<file path="src/rtl/frame_scanout.sv">
// Purpose : VGA 640x480 raster scan-out; generates pixel strobe, DrawX/DrawY, syncs, blank, palette RGB.
// Latency : sync/blank/RGB for pixel (x,y) appear one pixel period after DrawX/DrawY present (x,y).
// Backpressure: none, free-running raster; colorcode must be valid combinationally for the current DrawX/DrawY.
//
// Ports:
//   Clk, Reset_n (async, active-low)
//   colorcode   [5:0] palette index for the current DrawX/DrawY (from the renderer)
//   DrawX/DrawY [9:0] registered scan position
//   pix_ce            pixel-advance strobe, one Clk in every PIX_DIV
//   VGA_HS/VGA_VS     active-low syncs; VGA_BLANK_N high in the visible area
//   VGA_R/G/B   [7:0] pixel colour
//   frame_tick        one-Clk pulse on entry to vertical blank
//
// The timing parameters beyond PIX_DIV default to standard 640x480@60 and only
// need overriding for a non-standard raster.
module frame_scanout #(
    parameter int PIX_DIV = 2,
    parameter int H_VIS   = 640,
    parameter int H_FP    = 16,
    parameter int H_SYNC  = 96,
    parameter int H_BP    = 48,
    parameter int V_VIS   = 480,
    parameter int V_FP    = 10,
    parameter int V_SYNC  = 2,
    parameter int V_BP    = 33
) (
    input  logic       Clk,
    input  logic       Reset_n,
    input  logic [5:0] colorcode,
    output logic [9:0] DrawX,
    output logic [9:0] DrawY,
    output logic       pix_ce,
    output logic       VGA_HS,
    output logic       VGA_VS,
    output logic       VGA_BLANK_N,
    output logic [7:0] VGA_R,
    output logic [7:0] VGA_G,
    output logic [7:0] VGA_B,
    output logic       frame_tick
);

    localparam int DIV_W = $clog2(PIX_DIV);

    localparam logic [DIV_W-1:0] DIV_LAST = DIV_W'(PIX_DIV - 1);

    localparam logic [9:0] H_LAST       = 10'(H_VIS + H_FP + H_SYNC + H_BP - 1);
    localparam logic [9:0] H_VIS_END    = 10'(H_VIS);
    localparam logic [9:0] H_SYNC_FIRST = 10'(H_VIS + H_FP);
    localparam logic [9:0] H_SYNC_LAST  = 10'(H_VIS + H_FP + H_SYNC - 1);

    localparam logic [9:0] V_LAST       = 10'(V_VIS + V_FP + V_SYNC + V_BP - 1);
    localparam logic [9:0] V_VIS_END    = 10'(V_VIS);
    localparam logic [9:0] V_VIS_LAST   = 10'(V_VIS - 1);
    localparam logic [9:0] V_SYNC_FIRST = 10'(V_VIS + V_FP);
    localparam logic [9:0] V_SYNC_LAST  = 10'(V_VIS + V_FP + V_SYNC - 1);

    logic [DIV_W-1:0] div_cnt;

    logic       hs_raw;
    logic       vs_raw;
    logic       vis_raw;

    logic [5:0] code_q;
    logic       hs_q;
    logic       vs_q;
    logic       vis_q;

    logic [23:0] pal_rgb;
    logic [23:0] rgb;

    // Pixel clock-enable divider
    always_ff @(posedge Clk or negedge Reset_n) begin
        if (!Reset_n) begin
            div_cnt <= '0;
        end else if (div_cnt == DIV_LAST) begin
            div_cnt <= '0;
        end else begin
            div_cnt <= div_cnt + 1'b1;
        end
    end

    // Decoded from the counter register so pix_ce is forced low while in reset.
    assign pix_ce = (div_cnt == DIV_LAST);

    // Raster position counters
    always_ff @(posedge Clk or negedge Reset_n) begin
        if (!Reset_n) begin
            DrawX <= '0;
            DrawY <= '0;
        end else if (pix_ce) begin
            if (DrawX == H_LAST) begin
                DrawX <= '0;
                DrawY <= (DrawY == V_LAST) ? 10'd0 : DrawY + 10'd1;
            end else begin
                DrawX <= DrawX + 10'd1;
            end
        end
    end

    // Pulse on the very pixel edge that steps from the last visible line into
    // the vertical front porch; gated by pix_ce so it lasts exactly one Clk.
    assign frame_tick = pix_ce && (DrawX == H_LAST) && (DrawY == V_VIS_LAST);

    // Raw timing decode of the current (pre-edge) position
    assign hs_raw  = (DrawX >= H_SYNC_FIRST) && (DrawX <= H_SYNC_LAST);
    assign vs_raw  = (DrawY >= V_SYNC_FIRST) && (DrawY <= V_SYNC_LAST);
    assign vis_raw = (DrawX < H_VIS_END) && (DrawY < V_VIS_END);

    // Stage 1: colour code and timing flags of the pixel just scanned,
    // captured together so colour and syncs stay aligned.
    always_ff @(posedge Clk or negedge Reset_n) begin
        if (!Reset_n) begin
            code_q <= '0;
            hs_q   <= 1'b0;
            vs_q   <= 1'b0;
            vis_q  <= 1'b0;
        end else if (pix_ce) begin
            code_q <= colorcode;
            hs_q   <= hs_raw;
            vs_q   <= vs_raw;
            vis_q  <= vis_raw;
        end
    end

    // Palette lookup
    always_comb begin
        pal_rgb = 24'h000000;
        case (code_q)
            6'd0:    pal_rgb = 24'hFFFFFF;
            6'd1:    pal_rgb = 24'h000000;
            6'd2:    pal_rgb = 24'h27B212;
            6'd3:    pal_rgb = 24'hD80222;
            6'd4:    pal_rgb = 24'h5DB1F0;
            6'd5:    pal_rgb = 24'hF1FF0A;
            6'd6:    pal_rgb = 24'hB2B2B0;
            6'd7:    pal_rgb = 24'hF27A00;
            6'd8:    pal_rgb = 24'h663300;
            6'd9:    pal_rgb = 24'h8600B3;
            6'd10:   pal_rgb = 24'h000066;
            6'd11:   pal_rgb = 24'hFFFFFF;
            6'd12:   pal_rgb = 24'h70F248;
            6'd13:   pal_rgb = 24'hB2B2B0;
            default: pal_rgb = 24'h000000;
        endcase
    end

    // Stage 2: outputs driven straight from the stage-1 registers, so every
    // output follows reset immediately and they share one pixel of latency.
    assign rgb         = vis_q ? pal_rgb : 24'h000000;
    assign VGA_R       = rgb[23:16];
    assign VGA_G       = rgb[15:8];
    assign VGA_B       = rgb[7:0];
    assign VGA_HS      = ~hs_q;
    assign VGA_VS      = ~vs_q;
    assign VGA_BLANK_N = vis_q;

endmodule
</file>
<file path="config.mk">
export PLATFORM = sky130hd
export DESIGN_NAME = frame_scanout
export DESIGN_NICKNAME = d
export VERILOG_FILES = /design/src/rtl/frame_scanout.sv
export SDC_FILE = /design/constraint.sdc
export NUM_CORES = 1
export LEC_CHECK = 0
export ABC_CLOCK_PERIOD_IN_PS = 2250
export CAP_MARGIN = 20
export CORE_UTILIZATION = 40
export CTS_CLUSTER_DIAMETER = 100
export DETAILED_ROUTE_END_ITERATION = 8
export GPL_TIMING_DRIVEN = 0
export PLACE_DENSITY_LB_ADDON = 0.05
export SYNTH_ARGS = -nofsm -noshare
export SYNTH_HDL_FRONTEND = slang
export SYNTH_SLANG_ARGS = --single-unit
</file>
<file path="constraint.sdc">
create_clock -name Clk -period 2.25 [get_ports Clk]
set_clock_uncertainty 0.1 [all_clocks]
set_input_delay 0.225 -clock Clk [delete_from_list [all_inputs] [get_ports Clk]]
set_output_delay 0.225 -clock Clk [all_outputs]
set_load 0.005 [all_outputs]
</file>
==> flow_summary.yaml <==
synth:
  syn_area_sq_um: 2050
  postSynthCellCount: 230
  syn_area_per_cell_sq_um: 8.93
  synth_cell_types: 55
  yosysWarnings: 0
  async_flop_share_pct: 100
  ys_ff_latch: 30
  yosys_most_used_dff: "dfrtp_1"
  seq_area_frac_synth_pct: 36.5
  synth_edf_count: 0
  syn-num-nets: 250
grt:
  antenna_found_initial: 0
  overflow: 0
  grt_pass1_vias: 1963
  groute.usage.overall_pct: 22.3
  grt_pass1_wl_microns: 9180
  grt_max_degree: 31
finish:
  fin_area_sq_um: 3110
  area_delta_synth_final_pct: 51.6
  diodes: 0
  fin_nets: 333
  post-route-util_pct: 64.6
  stdcell_count: 381
  drive_above_1_share_pct: 27.4
setup_path:
  crit_fanout: 3
  cp.arrival_ns: 1.83
  cp-end-kind: "output pin"
  cp-start-kind: "register"
  path_class: "reg -> out"
  crit_required_ns: 1.92
clock_tree:
  clock_sinks: 30
  cts_root_buf: "clkbuf_8"
  htree_num_levels: 2
  clockBufferDepth: 2
  clkTransAtPathRegs_ns: 0.07
  cts_made_buffers: 5
  cts_tree: "done"
  clk-insertion-delay-late_ns: 0.28
run_status:
  status: "finished clean"
floorplan:
  core_sq_um: 4820
  die_area_sq_um: 5430
  die_h_microns: 73.7
  rows: 25
  pin_count: 57
  die_w_microns: 73.7
  initial_utilization_pct: 42.6
routing:
  ant_nets: 0
  via_count: 2048
  routedWlPerCell_microns: 15.0
  wl_microns: 5730
  first_pass_iters: 4
  viasPerCell: 5.38
  first_iter_violations: 102
  drc: 0
timing:
  fmax_mhz: 463
  slew_headroom_pct: 52.0
  period_share_pct: 96.0
  post-route-min-period_ns: 2.16
  setup-violations-final: 0
  hold_viol_final: 0
  worst_pin_slew_ns: 0.714
  final_max_slew_viol_count: 0
  layout_setup_ws_ns: 0.0905
place:
  placedCellCount: 353
  place_congestion: 0.843
  port_buffers: 56
  pre_cts_slack_ns: -0.476
  place_area_sq_um: 2690
  hpwl_microns: 3760
power_and_ir_drop:
  vdd_ir_drop_max_mv: 0.390
  leakage_nw: 1.52
  power.density_nw_per_um2: 414
job:
  maxCapViolCount: 0
min_path:
  hold_class: "reg -> reg"
-- layer usage --
| metal | global-route usage (%) | part of all wire (%) | routed length [microns] | up-vias |
|---|---|---|---|---|
| met5 | 0 | 0 | 0 | - |
| met4 | 9.19 | 1.5 | 85 | 0 |
| met3 | 4.66 | 4.7 | 270 | 8 |
| met2 | 37.3 | 50 | 2860 | 58 |
| met1 | 28.0 | 44 | 2520 | 994 |
| li1 | - | - | - | 988 |
-- placed cells by master (no fill, tap or decap), types with 2 or more instances in the layout --
cell type / netlist / final
nor2_1: 21 / 21
ha_1: 12 / 7
nand2_1: 18 / 16
and3_1: 3 / 3
clkbuf_2: 0 / 6
clkdlybuf4s50_1: 0 / 30
clkbuf_8: 0 / 7
xor2_1: 3 / 3
clkbuf_1: 11 / 3
o21a_1: 4 / 4
nand4_1: 5 / 5
mux2_2: 5 / 5
o21ai_0: 14 / 12
inv_1: 14 / 12
nand3_1: 5 / 5
a211oi_1: 5 / 5
nor3_1: 6 / 4
clkinv_2: 0 / 2
clkbuf_4: 0 / 2
mux2i_1: 5 / 5
buf_4: 2 / 24
dlymetal6s2s_1: 0 / 5
dfrtp_2: 0 / 6
a22o_1: 2 / 2
and4_1: 3 / 3
ha_4: 0 / 4
nor2b_1: 4 / 3
buf_2: 1 / 3
xnor2_1: 8 / 8
buf_6: 0 / 2
nand2_2: 0 / 2
a21oi_1: 15 / 14
dlygate4sd2_1: 0 / 13
dfrtp_1: 30 / 24
-- sequential cells by signal, summed over array words and instances (netlist names) --
signal / flops
hs_q: 1
DrawY: 10
DrawX: 10
vs_q: 1
code_q: 6
VGA_BLANK_N: 1
pix_ce: 1
-- critical path, cell delays in order, from the launching register on --
cell	delay, ns
dfrtp_1	0.39
clkbuf_8	0.14
buf_4	0.13
nand2_1	0.11
o21ai_0	0.12
a221oi_2	0.32
a21boi_2	0.21
clkbuf_2	0.13
-- metrics by stage --
step / power [mW] / TNS [ns] / hold slack, ns
final: 1.29 / 0 / 0.413
after CTS: 1.30 / 0 / 0.414
after floorplan: 0.648 / 0 / -0.171
after global placement: 0.728 / -5.08 / 0.390
after detailed placement: 0.728 / -4.80 / 0.229
after global routing: 1.34 / -0.000330 / 0.431
-- logic make-up (layout without fill, tap and decap cells) --
family	after synthesis	in the layout	synth area share, %
simple gates	82	82	23.0
compound gates	56	56	17.5
flops	30	30	36.5
buf+inv	29	113	5.72
fa+ha+maj	12	12	7.31
xor+xnor	11	11	4.69
mux	10	10	5.18
-- power by group --
group / switching [mW] / internal (mW) / total (mW)
combinational: 0.107 / 0.0994 / 0.207
clock: 0.205 / 0.325 / 0.531
sequential: 0.00553 / 0.545 / 0.551
total: 0.318 / 0.970 / 1.29
-- synth_stat cells, drive strengths merged, types with 5 or more instances --
master  count  area, sq um
a21oi      15         75.1
nand4       6         43.8
nand2      18         67.6
o21ai      14         70.1
xnor2       8         70.1
dfrtp      30          751
nand3       5         25.0
clkbuf     11         41.3
mux2i       5         50.1
nor3        6         30.0
nor2       22         85.1
inv        14         52.6
a211oi      5         37.5
mux2        5         56.3
ha         12          150
-- worst paths after layout --
kind / start / endpoint / slack, ns / cells after the start
setup reg to reg: DrawX[7] / DrawY[8] / 0.30 / 5
hold / removal: code_q[5] / code_q[5] / 0.41 / 1
max in group asynchronous: Reset_n / code_q[0] / 1.13 / 2
setup / recovery: code_q[1] / VGA_R[5] / 0.09 / 7
hold reg to reg: code_q[5] / code_q[5] / 0.41 / 1
min in group asynchronous: Reset_n / DrawY[7] / 0.44 / 2
-- repair_timing --
action / CTS / global route
buffers inserted: 16 / 6
hold endpoints to repair: 30 / 0
setup endpoints to repair: 25 / 13
resized for setup: 67 / 24
hold buffers: 1 / 0
pin swaps: 6 / 5
-- cell type report --
type	count	area [sq um]
Clock inverter	3	40.0
Fill cell	413	1700
Clock buffer	5	68.8
Timing Repair Buffer	79	694
Multi-Input combinational cell	171	1320
Buffer	12	93.8
Sequential cell	30	758
Tap cell	67	83.8
Inverter	14	55.1
Power figures use the tool's default switching activity.
